--- config.mk ---
export PLATFORM = sky130hd
export DESIGN_NAME = energy_telemetry_rx
export DESIGN_NICKNAME = d
export VERILOG_FILES = /design/src/rtl/energy_link_pkg.sv /design/src/rtl/uart_byte_rx.sv /design/src/rtl/energy_telemetry_rx.sv
export SDC_FILE = /design/constraint.sdc
export NUM_CORES = 1
export LEC_CHECK = 0
export ABC_AREA = 1
export BUFFER_PORTS_ARGS = -buffer_cell sky130_fd_sc_hd__buf_2
export CAP_MARGIN = 10
export CORE_ASPECT_RATIO = 0.7
export CORE_MARGIN = 3
export CORE_UTILIZATION = 55
export CTS_CLUSTER_DIAMETER = 120
export DETAILED_ROUTE_END_ITERATION = 8
export PLACE_DENSITY = 0.74
export SYNTH_ARGS = -nofsm -noshare
export SYNTH_HDL_FRONTEND = slang
export SYNTH_SLANG_ARGS = --single-unit
--- constraint.sdc ---
create_clock -name clk -period 5.45 [get_ports clk]
set_input_delay 0.2725 -clock clk [delete_from_list [all_inputs] [get_ports clk]]
set_output_delay 0.2725 -clock clk [all_outputs]
set_load 0.05 [all_outputs]
--- src/rtl/energy_link_pkg.sv ---
// Shared constants and types for the energy telemetry serial link.
package energy_link_pkg;

  localparam logic [7:0] SYNC_BYTE = 8'hA5;
  localparam int         CSUM_W    = 8;

  typedef enum logic [1:0] {
    ST_HUNT,
    ST_VOLT,
    ST_CURR,
    ST_CSUM
  } frame_state_e;

  typedef enum logic [1:0] {
    RX_IDLE,
    RX_START,
    RX_DATA,
    RX_STOP
  } rx_state_e;

  function automatic logic [CSUM_W-1:0] frame_csum(input logic [7:0] v, input logic [7:0] c);
    logic [CSUM_W-1:0] s;
    s = v + c;
    return s;
  endfunction

endpackage

--- src/rtl/uart_byte_rx.sv ---
// 8N1 byte receiver: two-flop synchronizer, midpoint sampling, stop-bit check.
module uart_byte_rx #(
  parameter int CLKS_PER_BIT = 16
) (
  input  logic       clk,
  input  logic       rst,
  input  logic       rxd,
  output logic [7:0] rx_byte,
  output logic       rx_stb,
  output logic       rx_frm_err
);
  import energy_link_pkg::*;

  localparam int            CW      = $clog2(CLKS_PER_BIT);
  localparam logic [CW-1:0] HALF_M1 = CW'(CLKS_PER_BIT / 2 - 1);
  localparam logic [CW-1:0] FULL_M1 = CW'(CLKS_PER_BIT - 1);

  logic          sync1_q, sync2_q, prev_q;
  rx_state_e     state_q, state_d;
  logic [CW-1:0] cnt_q, cnt_d;
  logic [2:0]    bit_q, bit_d;
  logic [7:0]    shift_q, shift_d;
  logic          stb_q, stb_d;
  logic          ferr_q, ferr_d;

  always_comb begin
    state_d = state_q;
    cnt_d   = cnt_q;
    bit_d   = bit_q;
    shift_d = shift_q;
    stb_d   = 1'b0;
    ferr_d  = 1'b0;
    case (state_q)
      RX_IDLE: begin
        if (prev_q && !sync2_q) begin
          state_d = RX_START;
          cnt_d   = HALF_M1;
        end
      end
      RX_START: begin
        if (cnt_q == '0) begin
          // line back high at mid start bit: glitch, drop silently
          if (!sync2_q) begin
            state_d = RX_DATA;
            cnt_d   = FULL_M1;
            bit_d   = 3'd0;
          end else begin
            state_d = RX_IDLE;
          end
        end else begin
          cnt_d = cnt_q - CW'(1);
        end
      end
      RX_DATA: begin
        if (cnt_q == '0) begin
          shift_d = {sync2_q, shift_q[7:1]};
          cnt_d   = FULL_M1;
          bit_d   = bit_q + 3'd1;
          if (bit_q == 3'd7) state_d = RX_STOP;
        end else begin
          cnt_d = cnt_q - CW'(1);
        end
      end
      RX_STOP: begin
        if (cnt_q == '0) begin
          state_d = RX_IDLE;
          if (sync2_q) stb_d = 1'b1;
          else         ferr_d = 1'b1;
        end else begin
          cnt_d = cnt_q - CW'(1);
        end
      end
      default: state_d = RX_IDLE;
    endcase
  end

  always_ff @(posedge clk or posedge rst) begin
    if (rst) begin
      sync1_q <= 1'b1;
      sync2_q <= 1'b1;
      prev_q  <= 1'b1;
      state_q <= RX_IDLE;
      cnt_q   <= '0;
      bit_q   <= '0;
      shift_q <= '0;
      stb_q   <= 1'b0;
      ferr_q  <= 1'b0;
    end else begin
      sync1_q <= rxd;
      sync2_q <= sync1_q;
      prev_q  <= sync2_q;
      state_q <= state_d;
      cnt_q   <= cnt_d;
      bit_q   <= bit_d;
      shift_q <= shift_d;
      stb_q   <= stb_d;
      ferr_q  <= ferr_d;
    end
  end

  assign rx_byte    = shift_q;
  assign rx_stb     = stb_q;
  assign rx_frm_err = ferr_q;

endmodule

--- src/rtl/energy_telemetry_rx.sv ---
// Telemetry frame decoder: SYNC, VOLT, CURR, CSUM frames into a held output register.
//  state | meaning
//  HUNT  | waiting for sync byte 0xA5, other bytes ignored
//  VOLT  | next byte is the voltage sample
//  CURR  | next byte is the current sample
//  CSUM  | next byte is the checksum, frame completes on it
module energy_telemetry_rx #(
  parameter int CLKS_PER_BIT = 16,
  parameter int TIMEOUT_CLKS = 4096
) (
  input  logic        clk,
  input  logic        rst,
  input  logic        rxd,
  input  logic        frame_ready,
  output logic        frame_valid,
  output logic [7:0]  voltage,
  output logic [7:0]  current,
  output logic [15:0] power,
  output logic        csum_err,
  output logic        frm_err,
  output logic        overrun,
  output logic [7:0]  err_count
);
  import energy_link_pkg::*;

  localparam int            TW     = $clog2(TIMEOUT_CLKS + 1);
  localparam logic [TW-1:0] TMO_M1 = TW'(TIMEOUT_CLKS - 1);

  logic [7:0] rx_byte;
  logic       rx_stb, rx_frm_err;

  uart_byte_rx #(.CLKS_PER_BIT(CLKS_PER_BIT)) u_rx (
    .clk        (clk),
    .rst        (rst),
    .rxd        (rxd),
    .rx_byte    (rx_byte),
    .rx_stb     (rx_stb),
    .rx_frm_err (rx_frm_err)
  );

  frame_state_e st_q, st_d;
  logic [TW-1:0] tmo_q, tmo_d;
  logic [7:0]    vb_q, vb_d, cb_q, cb_d;
  logic          valid_q, valid_d;
  logic [7:0]    volt_q, volt_d, curr_q, curr_d;
  logic [15:0]   power_q, power_d;
  logic          csum_err_q, csum_err_d;
  logic          frm_err_q, frm_err_d;
  logic          overrun_q, overrun_d;
  logic [7:0]    err_cnt_q, err_cnt_d;
  logic [8:0]    esum;

  always_comb begin
    st_d       = st_q;
    tmo_d      = tmo_q;
    vb_d       = vb_q;
    cb_d       = cb_q;
    valid_d    = valid_q;
    volt_d     = volt_q;
    curr_d     = curr_q;
    power_d    = power_q;
    csum_err_d = 1'b0;
    frm_err_d  = 1'b0;
    overrun_d  = 1'b0;

    if (valid_q && frame_ready) valid_d = 1'b0;

    if (rx_frm_err) begin
      st_d      = ST_HUNT;
      frm_err_d = 1'b1;
    end else if (rx_stb) begin
      tmo_d = TMO_M1;
      case (st_q)
        ST_HUNT: if (rx_byte == SYNC_BYTE) st_d = ST_VOLT;
        ST_VOLT: begin
          vb_d = rx_byte;
          st_d = ST_CURR;
        end
        ST_CURR: begin
          cb_d = rx_byte;
          st_d = ST_CSUM;
        end
        ST_CSUM: begin
          st_d = ST_HUNT;
          if (rx_byte == frame_csum(vb_q, cb_q)) begin
            // an accept in this same cycle frees the register for the new frame
            if (valid_q && !frame_ready) begin
              overrun_d = 1'b1;
            end else begin
              valid_d = 1'b1;
              volt_d  = vb_q;
              curr_d  = cb_q;
              power_d = {8'b0, vb_q} * {8'b0, cb_q};
            end
          end else begin
            csum_err_d = 1'b1;
          end
        end
        default: st_d = ST_HUNT;
      endcase
    end else if (st_q != ST_HUNT) begin
      if (tmo_q == '0) begin
        frm_err_d = 1'b1;
        st_d      = ST_HUNT;
      end else begin
        tmo_d = tmo_q - TW'(1);
      end
    end

    esum = {1'b0, err_cnt_q} + 9'(csum_err_d) + 9'(frm_err_d) + 9'(overrun_d);
    err_cnt_d = (esum > 9'd255) ? 8'hFF : esum[7:0];
  end

  always_ff @(posedge clk or posedge rst) begin
    if (rst) begin
      st_q       <= ST_HUNT;
      tmo_q      <= '0;
      vb_q       <= '0;
      cb_q       <= '0;
      valid_q    <= 1'b0;
      volt_q     <= '0;
      curr_q     <= '0;
      power_q    <= '0;
      csum_err_q <= 1'b0;
      frm_err_q  <= 1'b0;
      overrun_q  <= 1'b0;
      err_cnt_q  <= '0;
    end else begin
      st_q       <= st_d;
      tmo_q      <= tmo_d;
      vb_q       <= vb_d;
      cb_q       <= cb_d;
      valid_q    <= valid_d;
      volt_q     <= volt_d;
      curr_q     <= curr_d;
      power_q    <= power_d;
      csum_err_q <= csum_err_d;
      frm_err_q  <= frm_err_d;
      overrun_q  <= overrun_d;
      err_cnt_q  <= err_cnt_d;
    end
  end

  assign frame_valid = valid_q;
  assign voltage     = volt_q;
  assign current     = curr_q;
  assign power       = power_q;
  assign csum_err    = csum_err_q;
  assign frm_err     = frm_err_q;
  assign overrun     = overrun_q;
  assign err_count   = err_cnt_q;

endmodule

==> run summary <==
PortBufs = 47
Yosys warns = 0
Slowest CP cell = dfrtp_1
Hold path depth = 1
Core ar. = 11930 um2
DIE HEIGHT = 99.32 um
Setup crit start kind = register
Synth Cell Area = 6843 um2
Syn_nets = 951
Register area = 2431 um2
Register-to-register setup slack = 790 ps
FMAX = 0.2147 GHz
Arr. time, crit path = 4870 ps
Post-DP HPWL = 9991 um
Fin Clk Skew = 9.576 ps
Tmin final = 4657 ps
Critical path's largest stage delay = 570 ps
Starting density of the core = 57.35%
Final Hold Viols = 0
Vias in the first global route = 5015
Worst reg-to-reg path cell count = 16
Clk sink count = 97
TritonCTS clock tree = built
Outcome = finished, final reports clean
Crit-path most repeated cell = inv_1
Post-route setup TNS = 0 ps
Non-Filler Instances = 1044
Num ports = 48
Yosys reg bits = 97
Period utilisation layout = 85.44%
Cells along the critical path = ha_1 > inv_1 > fa_1 > inv_1 > ha_1 > inv_1 > fa_1 > fa_1 > inv_1 > ha_1 > nand2_1 > o21ai_0 > a21oi_1 > o21bai_1 > xor2_1 > o21ai_1
Delay-heaviest family, CP = adder cells
Critical-path maximum fanout = 10
DP Cell Count = 1027
Post-CTS Resized = 0
Initial DRC count = 352
RePlAce Congestion = 0.8627
Ys async rst share = 100.0%
GR Overflow Total = 0
Skew-Pair Late Insertion Delay = 350 ps
H-Tree Level Count = 3
DR WL/cell = 12.88 um
Top-count cell post-synth = nand2_1
# rows = 33
Unrepaired setup endpoints after global routing = false
Root Driver = clkbuf_16
Unique masters post-synth = 32
Worst min path class = in -> reg
Clk slew on worst S/H paths = 80 ps
Synth area leader = dfrtp_1
VDD IR max = 0.0001854 V
Max cap viols = 0
Total CTS buffers = 9
Nets@finish = 984
Min-delay src = rxd
Seq/Total Area, Yosys = 35.53%
Final Util = 62.81%
CP bufs+invs = 4
Worst reg2reg endpoint = power[13]
Worst hold endpoint = u_rx.sync1_q
Reg2reg start = vb_q[3]
CP Class = reg -> reg
Area contributors post-synth = dfrtp_1 34%, fa_1 11%, nand2_1 11%
Die width = 139.3 um
Slew margin rel. = 28.02%
DRT antenna net count = 0
Area growth syn-to-layout = 9.526%
First-pass GRT wire length = 24050 um
Max clock buf depth = 2
Largest net degree at the start of global routing = 74
Vias/cell = 5.062
# diodes = 0
Final setup viols = 0
GRT Resource Usage Total = 20.97%
WP data required = 5660 ps
Dominant synthesized flop cell = dfrtp_1
Die ar. = 13840 um2
Synthesized instance count = 849
DRC = 0
Layout cell share with drive strength beyond 1 = 8.343%
DR pass1 iterations = 6
Syn_area_per_cell = 8.060 um2
Power, Total = 1963 uW
Fillcell total = 1035
Initial antenna violation count = 0
Top cells by count, synth = 204 x nand2_1, 183 x inv_1, 94 x dfrtp_1, 59 x ha_1, 48 x o21ai_0
Post-synth EDFFs = 0
Static leakage = 0.004278 uW
Measured slew at the worst slew-check pin = 1076 ps
Multi-input logic area = 3597 um2
Final Max Tran Viols = 0
Kind of end point of the critical path = register
Synth top area share = 34.38%
Cell Pwr Density = 262.0 nW/um2
Routed vias = 5285
Routed WL = 13450 um
## state kept, by name (all words and copies together) (netlist names), named ones only
signal           count
frm_err              1
u_rx.rx_byte         8
tmo_q               13
vb_q                 8
u_rx.rx_frm_err      1
u_rx.cnt_q           4
u_rx.prev_q          1
err_count            8
csum_err             1
voltage              8
u_rx.sync2_q         1
u_rx.state_q         1
u_rx.sync1_q         1
power               16
current              8
u_rx.bit_q           3
cb_q                 8
st_q                 2
overrun              1
frame_valid          1
u_rx.rx_stb          1
## power by group
group	internal [uW]	switching [uW]	total [uW]	leakage, uW
clock	370	309	678	0.000157
combinational	143	287	430	0.00283
sequential	794	60.9	855	0.00129
total	1310	657	1960	0.00428
## cell type report
class | instances | share of cell area, %
well taps | 157 | 2.621
clock inverters | 7 | 1.269
inverters | 185 | 9.299
multi-input cells | 540 | 48.00
clock buffers | 9 | 3.005
flip-flops and latches | 97 | 32.44
repair buffers | 49 | 3.372
## timing repair
item                      4_1_cts  5_1_grt
buffers inserted                0        0
hold buffers                    1        0
hold endpoints to repair       24        0
## cell families (layout without fill, tap and decap cells)
group                    after synthesis  count (layout)  synth area share, %
buffers and inverters                212             250                11.90
AND/OR/NAND/NOR                      310             310                18.87
adder cells (fa/ha/maj)               98              98                22.20
XOR/XNOR                              24              24                3.072
AO/OA/AOI/OAI                        108             108                8.429
flip-flops                            97              97                35.53
## cells in the final DEF (no fill, tap or decap), types with 5 or more instances in the layout
cell | netlist | final
xor2_1 | 19 | 19
xnor2_1 | 5 | 5
ha_1 | 59 | 59
dfrtp_1 | 94 | 94
nand3b_1 | 5 | 5
nor2_1 | 44 | 44
a21oi_1 | 21 | 21
buf_2 | 6 | 47
nor3_1 | 6 | 6
fa_1 | 39 | 39
clkbuf_16 | 0 | 9
o21ai_1 | 26 | 26
nand4_1 | 13 | 13
nand3_1 | 33 | 33
inv_1 | 183 | 182
nand2_1 | 204 | 204
o21ai_0 | 48 | 48
## stage by stage
| step | worst slack, ps | instance area, um2 | hold WS (ps) |
|---|---|---|---|
| 2_1_floorplan | 1333 | 6843 | 277.0 |
| 3_3_place_gp | 1039 | 7164 | 256.0 |
| 3_5_place_dp | 922.2 | 7164 | 254.4 |
| 4_1_cts | 892.1 | 7495 | 10.15 |
| 5_1_grt | 621.1 | 7495 | 12.50 |
| 6_report | 793.3 | 7495 | 20.56 |
## worst reg2reg max path, cell delays in order, from the launching register on
cell      delay (ps)
dfrtp_1          570
ha_1             250
inv_1             80
fa_1             530
inv_1             40
ha_1             260
inv_1             50
fa_1             500
fa_1             540
inv_1             40
ha_1             360
nand2_1           70
o21ai_0          560
a21oi_1          230
o21bai_1         200
xor2_1           160
o21ai_1           80
## how the worst max path moves through the flow
stage / start / endpoint / slack, ps / cells after the start
4_1_cts: vb_q[3] / power[13] / 890 / 16
2_1_floorplan: vb_q[1] / power[13] / 1330 / 16
3_3_place_gp: vb_q[3] / power[13] / 1040 / 16
3_5_place_dp: vb_q[3] / power[13] / 920 / 16
5_1_grt: vb_q[3] / power[13] / 620 / 16
6_report: vb_q[3] / power[13] / 790 / 16
## routing by layer
| layer | vias up | wire [um] | global-route usage, % |
|---|---|---|---|
| met5 | - | 0 | 0 |
| met4 | 0 | 122 | 4.436 |
| met3 | 16 | 860 | 4.373 |
| met2 | 150 | 5293 | 28.66 |
| met1 | 2441 | 7174 | 34.13 |
| li1 | 2678 | - | - |
Power figures use the tool's default switching activity.
